### src/rtl/mem_access_ctrl_if.sv
// rtl/mem_access_ctrl_if.sv - request and cache bus bundle for mem_access_ctrl
// slave = the sequencer; master = datapath control plus data cache.
interface mem_access_ctrl_if #(
  parameter int N = 32
);
  logic         req;
  logic         we;
  logic [1:0]   size;
  logic         sign_ext;
  logic         is_inst;
  logic [N-1:0] addr;
  logic [N-1:0] wdata;
  logic         busy;
  logic         done;
  logic         err;
  logic [N-1:0] rdata;
  logic [N-1:0] c_addr;
  logic [N-1:0] c_din;
  logic [1:0]   c_op;
  logic         c_inst;
  logic [N-1:0] c_dout;

  modport slave (
    input  req, we, size, sign_ext, is_inst, addr, wdata, c_dout,
    output busy, done, err, rdata, c_addr, c_din, c_op, c_inst
  );

  modport master (
    output req, we, size, sign_ext, is_inst, addr, wdata, c_dout,
    input  busy, done, err, rdata, c_addr, c_din, c_op, c_inst
  );
endinterface

### src/rtl/mem_access_ctrl.sv
// rtl/mem_access_ctrl.sv - byte/half/word load-store sequencer for a word cache
// Big-endian lanes; sub-word stores are read-modify-write; misaligned requests never reach the cache.
module mem_access_ctrl #(
  parameter int N     = 32,
  parameter int IDX_W = 6
) (
  input  logic             clk,
  input  logic             rst_n,
  mem_access_ctrl_if.slave bus
);

  localparam logic [1:0] OP_IDLE = 2'b00;
  localparam logic [1:0] OP_RD   = 2'b01;
  localparam logic [1:0] OP_WR   = 2'b10;

  typedef enum logic [2:0] {
    S_IDLE,
    S_READ,
    S_WRITE,
    S_RMW_RD,
    S_RMW_WR,
    S_DONE,
    S_ERR
  } state_t;

  state_t       state;
  logic [1:0]   l_size;
  logic         l_sign;
  logic [1:0]   l_off;
  logic [15:0]  l_wdata;
  logic         busy_q, done_q, err_q, c_inst_q;
  logic [1:0]   c_op_q;
  logic [N-1:0] rdata_q, c_addr_q, c_din_q;

  logic         misaligned;
  logic         is_word;
  logic [7:0]   lane_b;
  logic [15:0]  lane_h;
  logic [N-1:0] load_val;
  logic [N-1:0] merged;

  // size 11 behaves as a word everywhere
  assign is_word    = bus.size[1];
  assign misaligned = (bus.size == 2'b01 && bus.addr[0]) ||
                      (is_word && bus.addr[1:0] != 2'b00);

  always_comb begin
    lane_b = 8'h00;
    case (l_off)
      2'd0:    lane_b = bus.c_dout[N-1  -: 8];
      2'd1:    lane_b = bus.c_dout[N-9  -: 8];
      2'd2:    lane_b = bus.c_dout[N-17 -: 8];
      default: lane_b = bus.c_dout[N-25 -: 8];
    endcase
    lane_h = l_off[1] ? bus.c_dout[N-17 -: 16] : bus.c_dout[N-1 -: 16];

    case (l_size)
      2'b00:   load_val = {{(N-8){l_sign & lane_b[7]}}, lane_b};
      2'b01:   load_val = {{(N-16){l_sign & lane_h[15]}}, lane_h};
      default: load_val = bus.c_dout;
    endcase

    // c_din doubles as the merge register: the read word with one lane replaced
    merged = bus.c_dout;
    if (l_size == 2'b00) begin
      case (l_off)
        2'd0:    merged[N-1  -: 8] = l_wdata[7:0];
        2'd1:    merged[N-9  -: 8] = l_wdata[7:0];
        2'd2:    merged[N-17 -: 8] = l_wdata[7:0];
        default: merged[N-25 -: 8] = l_wdata[7:0];
      endcase
    end else if (l_off[1]) begin
      merged[N-17 -: 16] = l_wdata;
    end else begin
      merged[N-1 -: 16] = l_wdata;
    end
  end

  always_ff @(posedge clk or negedge rst_n) begin
    if (!rst_n) begin
      state    <= S_IDLE;
      l_size   <= 2'b00;
      l_sign   <= 1'b0;
      l_off    <= 2'b00;
      l_wdata  <= '0;
      busy_q   <= 1'b0;
      done_q   <= 1'b0;
      err_q    <= 1'b0;
      rdata_q  <= '0;
      c_addr_q <= '0;
      c_din_q  <= '0;
      c_op_q   <= OP_IDLE;
      c_inst_q <= 1'b0;
    end else begin
      case (state)
        S_IDLE: begin
          if (bus.req) begin
            l_size   <= bus.size;
            l_sign   <= bus.sign_ext;
            l_off    <= bus.addr[1:0];
            l_wdata  <= bus.wdata[15:0];
            c_addr_q <= {{(N-IDX_W){1'b0}}, bus.addr[IDX_W+1:2]};
            c_inst_q <= bus.is_inst;
            busy_q   <= 1'b1;
            if (misaligned) begin
              state  <= S_ERR;
              done_q <= 1'b1;
              err_q  <= 1'b1;
            end else if (!bus.we) begin
              state  <= S_READ;
              c_op_q <= OP_RD;
            end else if (is_word) begin
              state   <= S_WRITE;
              c_op_q  <= OP_WR;
              c_din_q <= bus.wdata;
            end else begin
              state  <= S_RMW_RD;
              c_op_q <= OP_RD;
            end
          end
        end
        S_READ: begin
          rdata_q <= load_val;
          c_op_q  <= OP_IDLE;
          done_q  <= 1'b1;
          state   <= S_DONE;
        end
        S_WRITE: begin
          c_op_q <= OP_IDLE;
          done_q <= 1'b1;
          state  <= S_DONE;
        end
        S_RMW_RD: begin
          c_din_q <= merged;
          c_op_q  <= OP_WR;
          state   <= S_RMW_WR;
        end
        S_RMW_WR: begin
          c_op_q <= OP_IDLE;
          done_q <= 1'b1;
          state  <= S_DONE;
        end
        S_DONE, S_ERR: begin
          done_q <= 1'b0;
          err_q  <= 1'b0;
          busy_q <= 1'b0;
          state  <= S_IDLE;
        end
        default: begin
          c_op_q <= OP_IDLE;
          done_q <= 1'b0;
          err_q  <= 1'b0;
          busy_q <= 1'b0;
          state  <= S_IDLE;
        end
      endcase
    end
  end

  assign bus.busy   = busy_q;
  assign bus.done   = done_q;
  assign bus.err    = err_q;
  assign bus.rdata  = rdata_q;
  assign bus.c_addr = c_addr_q;
  assign bus.c_din  = c_din_q;
  assign bus.c_op   = c_op_q;
  assign bus.c_inst = c_inst_q;

endmodule

### src/flat_wrapper.sv
// flat-port wrapper written by rule: the top's interface ports become plain ports
module mem_access_ctrl_flat 
#(
  parameter int N     = 32,
  parameter int IDX_W = 6
)
  (clk, rst_n, bus_req, bus_we, bus_size, bus_sign_ext, bus_is_inst, bus_addr, bus_wdata, bus_c_dout, bus_busy, bus_done, bus_err, bus_rdata, bus_c_addr, bus_c_din, bus_c_op, bus_c_inst);
  mem_access_ctrl_if #(.N(N)) bus_i ();
  input  logic clk;
  input  logic rst_n;
  input wire logic [$bits(bus_i.req)-1:0] bus_req;
  input wire logic [$bits(bus_i.we)-1:0] bus_we;
  input wire logic [$bits(bus_i.size)-1:0] bus_size;
  input wire logic [$bits(bus_i.sign_ext)-1:0] bus_sign_ext;
  input wire logic [$bits(bus_i.is_inst)-1:0] bus_is_inst;
  input wire logic [$bits(bus_i.addr)-1:0] bus_addr;
  input wire logic [$bits(bus_i.wdata)-1:0] bus_wdata;
  input wire logic [$bits(bus_i.c_dout)-1:0] bus_c_dout;
  output wire logic [$bits(bus_i.busy)-1:0] bus_busy;
  output wire logic [$bits(bus_i.done)-1:0] bus_done;
  output wire logic [$bits(bus_i.err)-1:0] bus_err;
  output wire logic [$bits(bus_i.rdata)-1:0] bus_rdata;
  output wire logic [$bits(bus_i.c_addr)-1:0] bus_c_addr;
  output wire logic [$bits(bus_i.c_din)-1:0] bus_c_din;
  output wire logic [$bits(bus_i.c_op)-1:0] bus_c_op;
  output wire logic [$bits(bus_i.c_inst)-1:0] bus_c_inst;
  assign bus_i.req = bus_req;
  assign bus_i.we = bus_we;
  assign bus_i.size = bus_size;
  assign bus_i.sign_ext = bus_sign_ext;
  assign bus_i.is_inst = bus_is_inst;
  assign bus_i.addr = bus_addr;
  assign bus_i.wdata = bus_wdata;
  assign bus_i.c_dout = bus_c_dout;
  assign bus_busy = bus_i.busy;
  assign bus_done = bus_i.done;
  assign bus_err = bus_i.err;
  assign bus_rdata = bus_i.rdata;
  assign bus_c_addr = bus_i.c_addr;
  assign bus_c_din = bus_i.c_din;
  assign bus_c_op = bus_i.c_op;
  assign bus_c_inst = bus_i.c_inst;
  mem_access_ctrl #(.N(N), .IDX_W(IDX_W)) u_core (.clk(clk), .rst_n(rst_n), .bus(bus_i));
endmodule
### config.mk
export PLATFORM = sky130hd
export DESIGN_NAME = mem_access_ctrl_flat
export DESIGN_NICKNAME = d
export VERILOG_FILES = /design/src/rtl/mem_access_ctrl_if.sv /design/src/rtl/mem_access_ctrl.sv /design/src/flat_wrapper.sv
export SDC_FILE = /design/constraint.sdc
export NUM_CORES = 1
export LEC_CHECK = 0
export CAP_MARGIN = 20
export CORE_MARGIN = 10
export CORE_UTILIZATION = 41
export CTS_BUF_LIST = sky130_fd_sc_hd__clkbuf_8
export DETAILED_ROUTE_END_ITERATION = 16
export GPL_ROUTABILITY_DRIVEN = 0
export PLACE_DENSITY = 0.88
export SYNTH_ARGS = -nofsm -noshare
export SYNTH_HDL_FRONTEND = slang
export SYNTH_SLANG_ARGS = --single-unit
export TNS_END_PERCENT = 5
### constraint.sdc
create_clock -name clk -period 1.65 [get_ports clk]
set_clock_uncertainty 0.05 [all_clocks]
set_input_delay 0.33 -clock clk [delete_from_list [all_inputs] [get_ports clk]]
set_output_delay 0.33 -clock clk [all_outputs]
set_load 0.01 [all_outputs]
==> flow_results.org, run 1 <==
** GRT
- Congestion Overflow GR :: 0
- Maximum number of pins on one net before global-route repair :: 101
- Total routing resource utilization after global routing :: 20.8%
- The number of antenna violations at the first check in global routing was 0.
- The via count of the first global-routing pass came to 5234.
- First-pass GRT wire length :: 29200 um

** Critical path
- Worst-path cell chain :: or3b_4 -> buf_8 -> a21oi_1 -> a211oi_1 -> a221o_1
- On the worst path, the slowest cell contributes a delay of 0.47 ns.
- Along the worst path, the maximum fanout reaches 11.
- Worst path arrival time :: 2.05 ns
- Category of the critical setup timing path :: flop to flop
- For the worst setup path, the data required time is 1.89 ns.
- The worst setup path is launched from a flop.
- The worst setup path is captured at a flop.
- Slowest stage cell on the critical path :: sky130_fd_sc_hd__dfrtp_2

** Logic synthesis
- Counting every instance in the synthesized netlist gives 498.
- Register bit total from synthesis :: 100
- Among all flip-flop cells after synthesis, the most frequent one is sky130_fd_sc_hd__dfrtp_1.
- The mapped netlist covers 0.00517 mm^2.
- For this run, the register share of the synthesized area comes to 48.4%.
- Synthesized area per cell :: 10.4 um^2
- The share of synthesized area in the top cell type comes to 48.4%.
- Yosys mapped a number of flops with a built-in enable equal to 0.
- Leading post-synthesis cells by cell area :: sky130_fd_sc_hd__dfrtp_1, sky130_fd_sc_hd__mux2_2, sky130_fd_sc_hd__buf_4
- During synthesis, Yosys emitted a total of 0 warnings.
- Of all cell types, the one taking the most synthesized area is sky130_fd_sc_hd__dfrtp_1.
- Fraction of registers with async set/reset :: 100%
- Number of distinct library cell variants in the gate-level netlist after synthesis :: 53

** Cells and area
- Most common cell after layout, fill and taps aside :: sky130_fd_sc_hd__dfrtp_1
- Measured on the finished design, the core utilization comes to 63.3%.
- Share of post-route cells with drive strength above 1 :: 25.7%
- In the final design database the tool counted 803 nets.
- Total inserted antenna cells :: 0
- Layout overhead on the synthesized area :: 48.8%
- In the layout the commonest cells are sky130_fd_sc_hd__dfrtp_1, sky130_fd_sc_hd__clkdlybuf4s50_1, sky130_fd_sc_hd__dlygate4sd2_1, sky130_fd_sc_hd__buf_4, sky130_fd_sc_hd__nand3_1.
- The finished layout holds between 800 and 900 standard cells, fillers aside.

** Detailed routing
- The routed layout has approximately 5000 vias.
- In the routed design, unresolved DRC markers number 0.
- In this run, the number of DRC markers left after iteration 0 of detailed routing was 478.
- Vias per std cell :: about 5.7
- Routed len/inst :: 21.7 um
- TritonRoute pass-1 iters :: 5
- Antenna-violating nets left :: 0
- Wire length reported by the detailed router :: 18900 um

** Floorplan
- Row Count :: 40
- After floorplanning, the core was sized to cover 0.0122 mm^2.
- The initial utilization of the core area, before any placement, comes to between 40% and 50%.
- Die X :: 132 um
- Overall die area :: 0.0175 mm^2
- Number of placed I/O pins :: 206
- The floorplan step set the die height to 132 um.

** STA
- Final Setup Violations :: 50
- RSZ-0062 raised after global routing :: yes
- The count of endpoints failing hold in the final timing report came to 0.
- Transition time of the tightest slew-check pin :: between 0.5 and 0.6 ns
- For the finished layout, the period the worst path requires is 1.82 ns.
- Based on the critical path, the design can be clocked at up to ~550 MHz.
- Relative slew margins :: 63.3%
- After layout, the worst setup slack is -0.168 ns.
- Post-route clock period utilization :: 110%
- Pins over their slew limit :: 0

** Clock tree
- Clock latency on the worst-skew pair :: between 0.3 and 0.4 ns
- Number of buffers added by the clock tree synthesis step :: 9
- CTS saw 100 sinks.
- The tree is rooted in a sky130_fd_sc_hd__clkbuf_8.
- Clock transition time at the flip-flop clock pins of the worst setup and hold paths :: 0.10 ns
- The H-tree generated during clock tree synthesis spans 3 levels.
- Clock tree from TritonCTS :: built
- Counting along the longest clock path gives a buffer depth of 2.

** Power
- Largest voltage drop on the vdd net :: between 0.8 and 0.9 mV
- Net switching is between 40% and 50% of the power.
- Combinational share of power :: about 56%
- Leakage power summed over all cells :: 3.46 nW
- Net switching power figure :: 5.74 mW
- Clock network fraction of total power :: 12.3%
- Sequential group share of total power :: a little under a third
- Cell Int Power :: ~8.4 mW
- For this design the ratio of total power to cell area is 1840 mW/mm^2.

** Placed design
- Including well taps, the total number of placed cells is 852.
- The wire-length estimate of the detail-placed layout is 14000 um.
- Port buffering added 155 buffers.

** Hold path
- The tightest min-delay check is of the flop to flop type.

** Job
- Maximum Capacitance Violations :: 0

** Status
- Result of the run :: finished, violations left
- Failing checks :: setup timing
==> layout make-up <==
type / count / area, um^2
flip-flops and latches: 100 / 2510
clock inverters: 7 / 92.6
fillers: 976 / 4470
well taps: 168 / 210
inverters: 2 / 7.51
repair buffers: 230 / 2140
clock buffers: 9 / 124
multi-input cells: 356 / 2620
==> power by group through the flow <==
stage	logic [mW]	registers [mW]	clock network (mW)
finish	7.91	4.50	1.75
global route	8.50	4.63	1.88
CTS	7.56	4.44	1.78
detailed placement	7.70	4.46	0
global placement	7.40	4.39	0
floorplan	3.58	4.71	0
==> worst max-delay path, delay by kind of cell (launching register included) <==
family,cells,cell delay (ns)
compound gates,3,0.57
buf+inv,1,0.17
flops,1,0.47
simple gates,1,0.45
==> logic make-up (layout without fill, tap and decap cells) <==
kind of cell / after synthesis / in the layout / synth area share, %
AO/OA/AOI/OAI: 148 / 148 / 19.4
XOR/XNOR: 1 / 1 / 0.169
buffers and inverters: 67 / 248 / 7.47
flip-flops: 100 / 100 / 48.4
multiplexers: 53 / 53 / 11.6
other: 1 / 26 / 0.0725
AND/OR/NAND/NOR: 128 / 128 / 13.0
==> registers in the layout, summed over array words and instances (netlist names) <==
register	cells
u_core.bus.busy	1
u_core.bus.err	1
u_core.l_size	2
u_core.l_off	2
u_core.bus.c_op	2
u_core.bus.rdata	32
u_core.bus.c_addr	6
u_core.l_sign	1
u_core.state	3
u_core.l_wdata	16
u_core.bus.done	1
u_core.bus.c_din	32
u_core.bus.c_inst	1
==> metrics by stage <==
step | hold slack (ns) | TNS (ns) | total power, mW | instance area [um^2] | worst slack, ns
after floorplan | -0.0156 | -0.0546 | 8.29 | 5310 | -0.00593
after detailed placement | 0.391 | -30.37 | 12.2 | 7260 | -0.397
after global routing | 0.465 | -7.10 | 15.0 | 7690 | -0.224
after global placement | 0.371 | -23.78 | 11.8 | 7260 | -0.336
final | 0.438 | -3.78 | 14.2 | 7690 | -0.168
after CTS | 0.446 | -2.35 | 13.8 | 7560 | -0.0955
==> final timing paths <==
path                                 startpoint  cells after the start  slack [ns]                    to
max reg2reg                    u_core.l_size[0]                      5       -0.17  u_core.bus.c_din[10]
min reg2reg                u_core.bus.rdata[27]                      2        0.44  u_core.bus.rdata[27]
min in group asynchronous                 rst_n                      3        0.49  u_core.bus.c_din[22]
max in group asynchronous                 rst_n                      3        0.64     u_core.bus.c_inst
max                            u_core.l_size[0]                      5       -0.17  u_core.bus.c_din[10]
min                        u_core.bus.rdata[27]                      2        0.44  u_core.bus.rdata[27]
==> synth_stat cells, drive strengths merged (2+ instances only) <==
cell type	number
mux2i	17
mux4	2
nor2b	2
a221o	14
nand2b	6
nand3	35
buf	46
o21a	2
mux2	34
nor2	22
a21oi	26
o21ai	44
o2bb2ai	2
nor3	7
a22oi	25
or3	8
nor3b	2
or2	4
inv	2
a31oi	2
or4	7
dfrtp	100
clkbuf	19
nand2	29
a211oi	19
a21o	3
==> per-layer routing <==
| metal | wire, um | global-route usage, % | vias up |
|---|---|---|---|
| met5 | 0 | 0 | - |
| met4 | 699 | 7.95 | 0 |
| met3 | 1760 | 7.62 | 58 |
| met2 | 9370 | 35.0 | 276 |
| met1 | 7080 | 23.3 | 2420 |
| li1 | - | - | 2208 |
==> repair_timing <==
| item | CTS | global route |
|---|---|---|
| setup buffers | 1 | 2 |
| hold endpoints to repair | 100 | 0 |
| setup endpoints to repair | 151 | 86 |
| pin swaps | 8 | 7 |
| hold buffers | 1 | 0 |
| gates resized for setup | 130 | 39 |
(Power assumes the default switching activity.)
==> run 2, diff against run 1 <==
Settings changed: CORE_UTILIZATION 41 to 45, DONT_BUFFER_PORTS from default to 1, PLACE_DENSITY 0.88 to 0.71.
==> run 2 against run 1 <==
The flow finishes with violations (hold timing, setup timing). Critical path depth is the same. Flip-flop and latch count is the same. First-iteration DRC count is 19% lower. Routed wire length shrank 14%.
==> flow_results.org, run 2 (synthesis gave the netlist of run 1 again) <==
** STA
- The count of endpoints failing hold in the final timing report came to 100.
- Subtracting the final worst setup slack from the clock period gives 1.77 ns.
- Post-route clock period utilization :: 107%
- RSZ-0062 raised after global routing :: yes
- Pins over their slew limit :: 0
- Min Hold Slack :: -0.413 ns
- Final Setup Violations :: a little under 60
- Setup slack on the critical path of the routed design comes to -0.117 ns.
- Derived from the worst setup path, the maximum achievable clock frequency is 566 MHz.

** Floorplan
- DIE HEIGHT :: 127 um
- Row Count :: 39
- Number of placed I/O pins :: 206
- Die X :: 127 um
- The die covers 0.0162 mm^2.
- The floorplan step defined a core boundary enclosing between 0.01 and 0.015 mm^2.
- The initial utilization of the core area, before any placement, comes to 45.7%.

** Cells and area
- At the end of the flow, the number of nets in the layout was 628.
- The library cell used most frequently in the layout, excluding fill and tap cells, is sky130_fd_sc_hd__dfrtp_1.
- End-of-flow core utilization :: 53.4%
- Total inserted antenna cells :: 0
- Commonest cells after routing, fill and taps aside :: sky130_fd_sc_hd__dfrtp_1, sky130_fd_sc_hd__buf_4, sky130_fd_sc_hd__nand3_1, sky130_fd_sc_hd__mux2_2, sky130_fd_sc_hd__nand2_1
- Area taken by multi-input logic gates :: 0.00261 mm^2
- After filler insertion, the fill cell instance count of the layout stands at between 900 and 1000.
- In the final layout, the share of cells above drive strength 1 is 31.2%.
- Compared with the post-synthesis result, the final layout area differs by 16.9%.
- Registers take 0.00251 mm^2.

** Placed design
- Post-DP HPWL :: 12300 um
- Input and output buffers added on the ports amount to 0.

** Clock tree
- The longest clock path from root to sink contains 2 buffers.
- Clock latency on the worst-skew pair :: 0.38 ns
- Maximum level of the CTS H-tree :: 3
- Cell at the root of the clock tree :: sky130_fd_sc_hd__clkbuf_8
- Clock-pin slew was measured on the worst setup and hold paths at approximately 0.090 ns.
- The number of clock buffers added by TritonCTS is 9.
- Total number of clock tree sinks :: 100
- Clock tree from TritonCTS :: built

** GRT
- Maximum number of pins on one net before global-route repair :: 101
- Antenna violations before repair :: 0
- The first global-routing pass estimated 24800 um of wire.
- Global routing consumed, over all layers together, between 10% and 20% of the routing resources.
- Congestion Overflow GR :: 0
- The via count of the first global-routing pass came to approximately 4200.

** Status
- Result of the run :: finished, violations left
- The checks that failed: hold timing, setup timing.

** Detailed routing
- The first routing iteration left about 390 violations.
- Antenna-violating nets left :: 0
- Routed len/inst :: 24.2 um
- The final route contains roughly 4100 vias.
- The pre-antenna-repair detailed-routing pass consisted of 5 iterations.
- After detailed routing, the number of remaining DRC violations is 0.
- After detailed routing, the total wire length is ~16000 um.
- Vias per std cell :: 6.07

** Critical path
- Data on the critical path is required at its endpoint by 1.86 ns.
- The worst register-to-register path has a depth of 5.
- Crit Path Max Fanout :: 13
- Register-to-Register Setup Slack :: -0.12 ns
- Tracing the worst setup path back leads to its startpoint at u_core.l_off[0].
- Capture point of the critical path :: u_core.bus.c_din[14]
- Kind of start point of the critical path :: flop
- In this run the critical register-to-register path is launched from u_core.l_off[0].
- The critical path is of the flop to flop type.
- Worst path arrival time :: ~2.0 ns
- STA classifies the critical path endpoint as a flop.
- Endpoint of the most critical register-to-register path :: u_core.bus.c_din[14]

** Power
- Post-route total power :: 12.4 mW
- Across the VDD grid, the largest voltage drop is 1.09 mV.
- The analysis attributes to cell leakage a power of ~2.6 nW.
- Total power divided by cell area :: 2060 mW/mm^2

** Job
- Across the run, the number of max-cap violations was 0.

** Hold path
- In this run the worst hold path is classified as primary input to async pin.
run 2: final cells by class:
| class | count | share of cell area [%] |
|---|---|---|
| inverters | 2 | 0.124 |
| flip-flops and latches | 100 | 41.5 |
| clock inverters | 5 | 0.745 |
| multi-input cells | 356 | 43.2 |
| repair buffers | 55 | 8.92 |
| clock buffers | 11 | 2.50 |
| well taps | 143 | 2.96 |
run 2: report_power, final:
| group | internal [mW] | switching (mW) | total [mW] | leakage (nW) |
|---|---|---|---|---|
| Sequential | 3.66 | 1.52 | 5.18 | 1.20 |
| Clock | 0.764 | 0.809 | 1.57 | 0.115 |
| Combinational | 2.94 | 2.75 | 5.69 | 1.28 |
run 2: worst min path at each step:
stage,endpoint,slack (ns),cells past startpoint
floorplan,u_core.bus.busy,-0.02,0
global placement,u_core.bus.c_din[27],-0.01,0
detailed placement,u_core.bus.c_din[26],-0.01,0
CTS,u_core.l_wdata[4],-0.42,0
global route,u_core.bus.rdata[12],-0.44,0
finish,u_core.bus.rdata[25],-0.41,0
run 2: per-layer routing:
layer,vias up,wire (um),track usage (%)
li1,1847,-,-
met1,2013,5830,21.5
met2,189,8000,31.6
met3,31,2120,10.3
met4,0,326,5.63
met5,-,0,0
run 2: stage by stage:
| stage | area (um^2) | TNS, ns | setup slack (ns) | std cells |
|---|---|---|---|---|
| 4_1_cts | 5900 | -1.95 | -0.0981 | 671 |
| 6_report | 6040 | -3.27 | -0.117 | 672 |
| 2_1_floorplan | 5310 | -0.0546 | -0.00593 | 523 |
| 5_1_grt | 6040 | -8.79 | -0.183 | 672 |
| 3_3_place_gp | 5550 | -1.43 | -0.110 | 654 |
| 3_5_place_dp | 5550 | -2.23 | -0.129 | 654 |
run 2: worst max-delay path, cell delays in order, from the launching register on:
cell                       delay (ns)
sky130_fd_sc_hd__dfrtp_2         0.48
sky130_fd_sc_hd__or3b_4          0.42
sky130_fd_sc_hd__buf_12          0.16
sky130_fd_sc_hd__a21oi_1         0.17
sky130_fd_sc_hd__a211oi_1        0.09
sky130_fd_sc_hd__a221o_1         0.27
run 2: repair_timing:
item | in CTS | in global routing
setup endpoints to repair | 75 | 85
resized for setup | 55 | 42
buffers inserted | 1 | 1
pin swaps | 5 | 8
hold endpoints to repair | 100 | 100
==> run 3, diff against run 2 <==
Settings changed: SKIP_CTS_REPAIR_TIMING from default to 1.
==> run 3 against run 2 <==
The flow still finishes with violations (hold timing, setup timing). Register-to-register slack about the same. Flip-flop and latch count stayed put. Critical endpoint is now u_core.bus.c_din[13]. First-iteration DRC count shrank 4.9%. Design area down 0.35%. Total power fell by 0.93%. Sequential share of layout area is 0.13 points higher. Combinational power decreased by 2%. Setup slack worse by 0.00078 ns.
==> flow_results.org, run 3 (synthesis gave the netlist of run 1 again) <==
** Detailed routing
- TritonRoute pass-1 iters :: 8
- For this run, design rule violations remaining after detail routing come to 0.
- After the first detailed-routing iteration, the DRC count stood at 367.
- Routed len/inst :: 23.9 um
- Vias :: 4102
- Once detail routing completed, the nets flagged for antenna violations numbered 0.
- Vias per std cell :: 6.10
- Wire length reported by the detailed router :: 16100 um

** Power
- Net switching is between 40 and 50% of the power.
- The analysis attributes to net switching a power of 5.00 mW.
- The share of total power dissipated in sequential elements is 41.9%.
- Dividing total power by cell area gives a power density of 2050 mW/mm^2.
- VDD sags by at most about 1.1 mV.
- The internal portion of the total power is 7.33 mW.
- Combinational cells account for 45.4% of the total power.
- Leakage power summed over all cells :: ~2.6 nW
- Clock network fraction of total power :: 12.7%

** STA
- Setup slack of the critical path after layout :: -0.117 ns
- RSZ-0062 raised after global routing :: yes
- Pins over their slew limit :: 0
- Final Setup Violations :: 45
- The count of endpoints failing hold in the final timing report came to 100.
- Fmax :: 566 MHz
- Post-route clock period utilization :: 107%
- Hold timing on the final database bottoms out at a slack of -0.409 ns.
- After layout, the minimum clock period comes to approximately 1.8 ns.

** Floorplan
- Once the floorplan was initialized, standard cells occupied 45.7% of the core.
- The region available for standard cell placement spans 0.0113 mm^2.
- Measured along the x axis, the die boundary spans roughly 130 um.
- DIE HEIGHT :: 127 um
- Overall die area :: 0.0162 mm^2
- Row Count :: 39
- For this design the top-level I/O count stands at 206.

** Clock tree
- Clock-pin slew was measured on the worst setup and hold paths at around 0.090 ns.
- The H-tree was split into 3 levels.
- The longest clock path from root to sink contains 2 buffers.
- Number of buffers added by the clock tree synthesis step :: 9
- Clock latency on the worst-skew pair :: 0.38 ns
- Clock tree synthesis found a total of 100 sinks.
- Clock tree from TritonCTS :: built
- Cell at the root of the clock tree :: sky130_fd_sc_hd__clkbuf_8

** GRT
- Total routing resource utilization after global routing :: a little under a fifth
- The number of antenna violations at the first check in global routing came to 0.
- Congestion Overflow GR :: 0
- Maximum number of pins on one net before global-route repair :: 101
- Number of global-route vias before repair :: 4128
- First-pass GRT wire length :: 24400 um

** Cells and area
- Commonest cells after routing, fill and taps aside :: sky130_fd_sc_hd__dfrtp_1, sky130_fd_sc_hd__buf_4, sky130_fd_sc_hd__nand3_1, sky130_fd_sc_hd__mux2_2, sky130_fd_sc_hd__nand2_1
- Number of nets at the end of the flow :: 628
- Compared with the post-synthesis result, the final layout area differs by 16.4%.
- In the final layout, the share of cells above drive strength 1 is 31.4%.
- Number of fillers in the final layout :: 990
- Final cell count without fillers :: 672
- The number of antenna diodes in the final layout is 0.
- Most common cell after layout, fill and taps aside :: sky130_fd_sc_hd__dfrtp_1

** Placed design
- In this run the tool buffered the top-level ports with 0 buffer cells.
- Counting tap cells, the placed design contains a total of 654 instances.
- OpenSTA, run right after detailed placement, puts the worst setup slack at -0.129 ns.
- Post-DP HPWL :: 12300 um

** Critical path
- In this run the register-to-register setup slack is -0.12 ns.
- Crit Path Max Fanout :: 7
- Worst path arrival time :: 1.97 ns
- Reg-to-reg critical path startpoint :: u_core.l_size[0]
- The worst setup path is launched from a flop.
- The critical path is of the flop to flop type.
- The worst register-to-register path has a depth of 5.
- Required time at the endpoint of the critical path :: 1.85 ns
- Endpoint of the most critical register-to-register path :: u_core.bus.c_din[13]
- Type of destination of the critical path :: flop

** Hold path
- The min-delay analysis places its worst path in the category primary input to async pin.

** Status
- The run finished, with violations left.
- The checks that failed: hold timing, setup timing.

** Job
- Across the run, the number of max-cap violations was 0.
-- run 3: power groups by stage --
stage                     sequential [mW]  combinational [mW]  clock [mW]
final                                5.17                5.60        1.56
after CTS                            5.15                5.01        1.62
after floorplan                      4.71                3.58           0
after detailed placement             5.20                4.97           0
after global placement               5.18                4.80           0
after global routing                 5.37                6.15        1.70
-- run 3: critical path: stages, from the launching register on --
cell                       delay (ns)
sky130_fd_sc_hd__dfrtp_2         0.46
sky130_fd_sc_hd__buf_6           0.14
sky130_fd_sc_hd__or4_1           0.50
sky130_fd_sc_hd__o21ai_2         0.10
sky130_fd_sc_hd__a211oi_1        0.11
sky130_fd_sc_hd__a221o_1         0.28
-- run 3: area by class of cell --
type                       instances  area [um^2]  area share [%]
multi-input combinational        356         2590            43.0
sequential                       100         2510            41.7
clock buffer                      11          151            2.51
inverter                           2         7.51           0.125
tap                              143          179            2.97
timing repair buffer              55          538            8.93
clock inverter                     5         45.0           0.748
-- run 3: metrics by stage --
| step | instance area, um^2 | setup TNS, ns | utilization [%] | total power, mW |
|---|---|---|---|---|
| after floorplan | 5310 | -0.0546 | - | 8.29 |
| after global placement | 5550 | -1.43 | 49.0 | 9.97 |
| after detailed placement | 5550 | -2.23 | 49.0 | 10.2 |
| after CTS | 5750 | -4.06 | 50.8 | 11.8 |
| after global routing | 6020 | -7.17 | 53.2 | 13.2 |
| final | 6020 | -2.04 | 53.2 | 12.3 |
-- run 3: how the worst max path moves through the flow --
stage	slack, ns	end	depth (start not counted)	startpoint
2_1_floorplan	-0.006	u_core.bus.c_din[28]	5	u_core.state[0]
5_1_grt	-0.18	u_core.bus.c_din[14]	5	u_core.l_off[0]
4_1_cts	-0.16	u_core.bus.c_din[8]	5	u_core.l_size[0]
6_report	-0.12	u_core.bus.c_din[13]	5	u_core.l_size[0]
3_3_place_gp	-0.11	u_core.bus.c_din[8]	5	u_core.l_size[0]
3_5_place_dp	-0.13	u_core.bus.c_din[25]	5	u_core.l_size[0]
-- run 3: routing by layer --
layer	share of wire (%)	wire, um	track usage [%]
met4	1.9	301	5.09
met2	49	7870	31.3
met3	14	2310	10.3
met5	0	0	0
met1	35	5580	21.4
==> variant 1, RTL diff (settings of run 3) <==
Reset style: synchronous (`rst_n`), changed in one clocked block.
--- a/src/rtl/mem_access_ctrl.sv
+++ b/src/rtl/mem_access_ctrl.sv
@@ -77,5 +77,5 @@
   end
 
-  always_ff @(posedge clk or negedge rst_n) begin
+  always_ff @(posedge clk) begin
     if (!rst_n) begin
       state    <= S_IDLE;
Check against the original RTL: differs if rst_n is asserted again (counterexample within 4 cycles, from zero or initial values and one cycle with rst_n low); with rst_n held inactive, the same outputs for 4 cycles.
==> variant 1 against run 3 <==
Routed wire length grew 11%; worst setup slack got worse by 0.022 ns; via count grew 19%; the run ends with negative setup slack left; global-route usage up 1.5 points; design area down 4.7%; sequential cell count is the same; largest cell class unchanged; synthesized area grew 1.7%.
Power is not compared: it rests on default switching activity, and its combinational part moved more than twofold at a synthesized area within 25%.
==> variant 1: results (changes against run 3) <==
setup_tns_ns: -1.33  # +0.708 ns
nets: 748  # +19%
crit_path_max_incr_delay_ns: 0.59  # +0.09 ns
synthArstFlopShare_pct: 0  # -100 points
pre_cts_slack_ns: -0.191  # -0.0617 ns
violations: "negative setup slack"
netlist_top_cells_count: "112 x nand2_1, 100 x dfxtp_1, 73 x a21oi_1"
numCtsBuffers: 9  # unchanged
p_leak_nw: 2.16
cts_max_path_buffers: 2  # unchanged
antenna_cells: 0  # unchanged
path_clk_slew_ns: 0.10
ys_types: 47  # -11%
htreeDepth: 3  # unchanged
via_count: 4891  # +19%
ys_seq_area_share_pct: 38.1  # -10 points
wl_per_cell_um: 22.6  # -5.6%
hp-class: "primary input to register"
worst_slack_ns: -0.139  # -0.0217 ns
grt_max_degree: 75  # -26%
cp_top_family: "simple AND/OR/NAND/NOR gates"
synth.area.top_cells: "dfxtp_1 38%, nand2_1 8.0%, a21oi_1 6.9%"
slowest_stage: "or4b_4"
crit_fanout: 16  # +9
drt_iter0_drc: 471  # +28%
antenna_found_initial: 0  # unchanged
place_hpwl_um: 13400  # +8.9%
yosysTopAreaCellShare_pct: 38.1  # -10 points
synth_ff_type: "dfxtp_1"
gr-usage-met1_pct: 23.9  # +2.5 points
grt_pass1_vias: 4807  # +16%
status: "complete, but fails checks"
dr.pass1.iters: 5  # -3
drive_gt1_share_pct: 14.8  # -17 points
met3_usage_pct: 9.51  # -0.79 points
grt_util_all_layers_pct: 20.6  # +1.5 points
grt_pass1_wl_um: 27000  # +11%
finalSetupViolations: 20  # -56%
clk_latency_ns: 0.38  # about the same
synth_warnings: 0  # unchanged
port_buffers: 0  # unchanged
cts_root_buf: "clkbuf_8"
gr-usage-met2_pct: 32.3  # +1.1 points
ir_drop_mv: 0.732
## variant 1: cell families (layout without fill, tap and decap cells)
| logic type | count (synthesis) | after routing | share of synthesized area, % |
|---|---|---|---|
| multiplexers | 26 | 26 | 4.95 |
| AO/OA/AOI/OAI | 241 | 241 | 30.6 |
| XOR/XNOR | 1 | 1 | 0.167 |
| other | 1 | 26 | 0.0713 |
| flip-flops | 100 | 100 | 38.1 |
| buffers and inverters | 87 | 59 | 8.80 |
| AND/OR/NAND/NOR | 196 | 196 | 17.4 |
## variant 1: worst paths after layout
check | start | end | slack, ns | depth (start not counted)
max reg2reg | u_core.state[0] | u_core.bus.c_din[17] | -0.14 | 5
min reg2reg | u_core.l_wdata[13] | u_core.l_wdata[13] | 0.43 | 2
max | u_core.state[0] | u_core.bus.c_din[17] | -0.14 | 5
min | bus_is_inst | u_core.bus.c_inst | 0.02 | 2
## variant 1: stage by stage
stage                     instance area (sq um)  instances
final                                      5740        792
after floorplan                            5360        677
after detailed placement                   5460        775
after CTS                                  5640        791
after global placement                     5460        775
after global routing                       5740        792
## variant 1: cell type report
class | count | area (sq um)
fill | 1131 | 5680
tap | 143 | 179
clock buffer | 10 | 138
multi-input combinational | 490 | 2960
timing repair buffer | 40 | 385
clock inverter | 6 | 48.8
sequential | 100 | 2010
inverter | 3 | 11.3
## variant 1: power breakdown
group          switching (W)  internal (W)  total, W
Clock               0.000917      0.000603   0.00152
Combinational       0.000794      0.000570   0.00136
Sequential          0.000326       0.00267   0.00300
## variant 1: routing by layer
layer | share of wire (%) | up-vias | wire, um
li1 | - | 2317 | -
met1 | 38 | 2304 | 6760
met2 | 47 | 235 | 8420
met3 | 13 | 35 | 2240
met4 | 2.5 | 0 | 448
met5 | 0 | - | 0
==> variant 2, RTL diff (config.mk and constraints of run 3) <==
Made on the original files. `N` is set to 32 in 3 places; all go to 64.
--- a/src/rtl/mem_access_ctrl_if.sv
+++ b/src/rtl/mem_access_ctrl_if.sv
@@ -2,5 +2,5 @@
 // slave = the sequencer; master = datapath control plus data cache.
 interface mem_access_ctrl_if #(
-  parameter int N = 32
+  parameter int N = 64
 );
   logic         req;
--- a/src/rtl/mem_access_ctrl.sv
+++ b/src/rtl/mem_access_ctrl.sv
@@ -2,5 +2,5 @@
 // Big-endian lanes; sub-word stores are read-modify-write; misaligned requests never reach the cache.
 module mem_access_ctrl #(
-  parameter int N     = 32,
+  parameter int N     = 64,
   parameter int IDX_W = 6
 ) (
--- a/src/flat_wrapper.sv
+++ b/src/flat_wrapper.sv
@@ -2,5 +2,5 @@
 module mem_access_ctrl_flat 
 #(
-  parameter int N     = 32,
+  parameter int N     = 64,
   parameter int IDX_W = 6
 )
Interface: changed (6 resized); port bits go from 206 to 398. No check against the original RTL was run, so the function may have changed too.
==> variant 2 against run 3 <==
The run still ends with negative hold slack, negative setup slack left; synthesized area increased by 67%; routed wire length grew 110%; total power increased by 63%; worst setup slack got worse by 0.27 ns; synthesized cell count grew 81%; design area up 81%; worst hold slack got worse by 0.085 ns; sequential cell count rose by 64.
==> variant 2: results (changes against run 3) <==
status: "complete, but fails checks"
violations: "negative hold slack, negative setup slack"
cts_max_path_buffers: 2  # unchanged
ys_types: 46  # -13%
synthArstFlopShare_pct: 100  # unchanged
r2r_cells: 4  # -1
dr.pass1.iters: 6  # -2
port_buffers: 0  # unchanged
grt_pass1_vias: 6699  # +62%
dpl.cell_count: 1114  # +70%
ir_drop_mv: 0.926  # -15%
fillCellCount: 1516  # +53%
numCtsBuffers: 17  # +8
r2r-start: "u_core.state[1]"
pre_cts_slack_ns: -0.368  # -0.240 ns
p_leak_nw: 4.68  # +81%
swShare_pct: 42.3  # +1.8 points
wirelength_um: 32900  # +110%
netlist_top_cells_count: "164 x dfrtp_1, 129 x nand2_1, 78 x nand3_1"
grt_pass1_wl_um: 43200  # +77%
nets: 1241  # +98%
synth_warnings: 0  # unchanged
drt_iter0_drc: 854  # +130%
cts_root_buf: "clkbuf_8"
hold_violations: 166  # +66%
wl_per_cell_um: 25.5  # +6.9%
criticalPathCategory: "register to register"
drive_gt1_share_pct: 15.1  # -16 points
finalSetupViolations: 141  # +210%
r2r-end: "u_core.bus.c_din[32]"
place_hpwl_um: 22300  # +82%
hp-class: "primary input to asynchronous set/reset pin"
path_clk_slew_ns: 0.09  # about the same
htreeDepth: 4  # +1
grt_util_all_layers_pct: 22.7  # +3.6 points
slew-limit-headroom_pct: 59.1
syn_inst: 900  # +81%
clk_latency_ns: 0.47  # +0.09 ns
ys_seq_area_share_pct: 47.6  # -0.73 points
hold_slack_ns: -0.493  # -0.0847 ns
antenna_found_initial: 1  # +1
grt_max_degree: 165  # +63%
p_seq_share_pct: 44.4  # +2.5 points
synth_edf_count: 0  # unchanged
powerComb_w: 0.00775  # +38%
route.detailed.vias_per_inst: 6.17  # +1.1%
synth.area.top_cells: "dfrtp_1 48%, nand2_1 5.6%, buf_4 5.4%"
crit_fanout: 16  # +9
worst_slack_ns: -0.388  # -0.270 ns
synth_ff_type: "dfrtp_1"
==> variant 2: cell type report <==
type | instances | area [sq um] | area share, %
antenna | 1 | 2.50 | 0.0229
clock buffer | 21 | 289 | 2.65
clock inverter | 11 | 171 | 1.57
inverter | 2 | 7.51 | 0.0688
multi-input combinational | 657 | 4020 | 36.8
sequential | 164 | 4110 | 37.6
tap | 234 | 293 | 2.68
timing repair buffer | 199 | 2030 | 18.6
==> variant 2: critical path, stage by stage (launching register included) <==
cell and delay, ns:
dfrtp_1 0.41, or4b_4 0.55, and4bb_4 0.45, nor2_4 0.12, a221o_1 0.33
==> variant 2: metrics by stage <==
step / hold WS (ns) / TNS (ns) / area [sq um] / power [W] / utilization (%)
after CTS: -0.528 / -37.89 / 9370 / 0.0192 / 49.9
after global placement: -0.0100 / -27.55 / 8910 / 0.0155 / 47.5
after floorplan: -0.0156 / -39.63 / 8840 / 0.0132 / -
final: -0.493 / -30.20 / 10900 / 0.0201 / 58.1
after global routing: -0.528 / -37.47 / 10900 / 0.0212 / 58.1
after detailed placement: -0.00989 / -34.46 / 8910 / 0.0157 / 47.5
==> variant 2: logic make-up (layout without fill, tap and decap cells) <==
family          Yosys count  count (layout)  synth area share [%]
buf+inv                 136             233                  9.05
flops                   164             164                  47.6
other cells               1              59                0.0435
compound gates          227             227                  17.0
mux                      76              76                  10.4
simple gates            296             296                  15.8
==> variant 2: layer usage <==
metal,vias up,track usage [%],wire length [um]
met1,3848,28.7,11900
met2,599,35.2,15600
met4,0,9.09,1270
met5,-,0,0
met3,95,7.58,4140
li1,3411,-,-
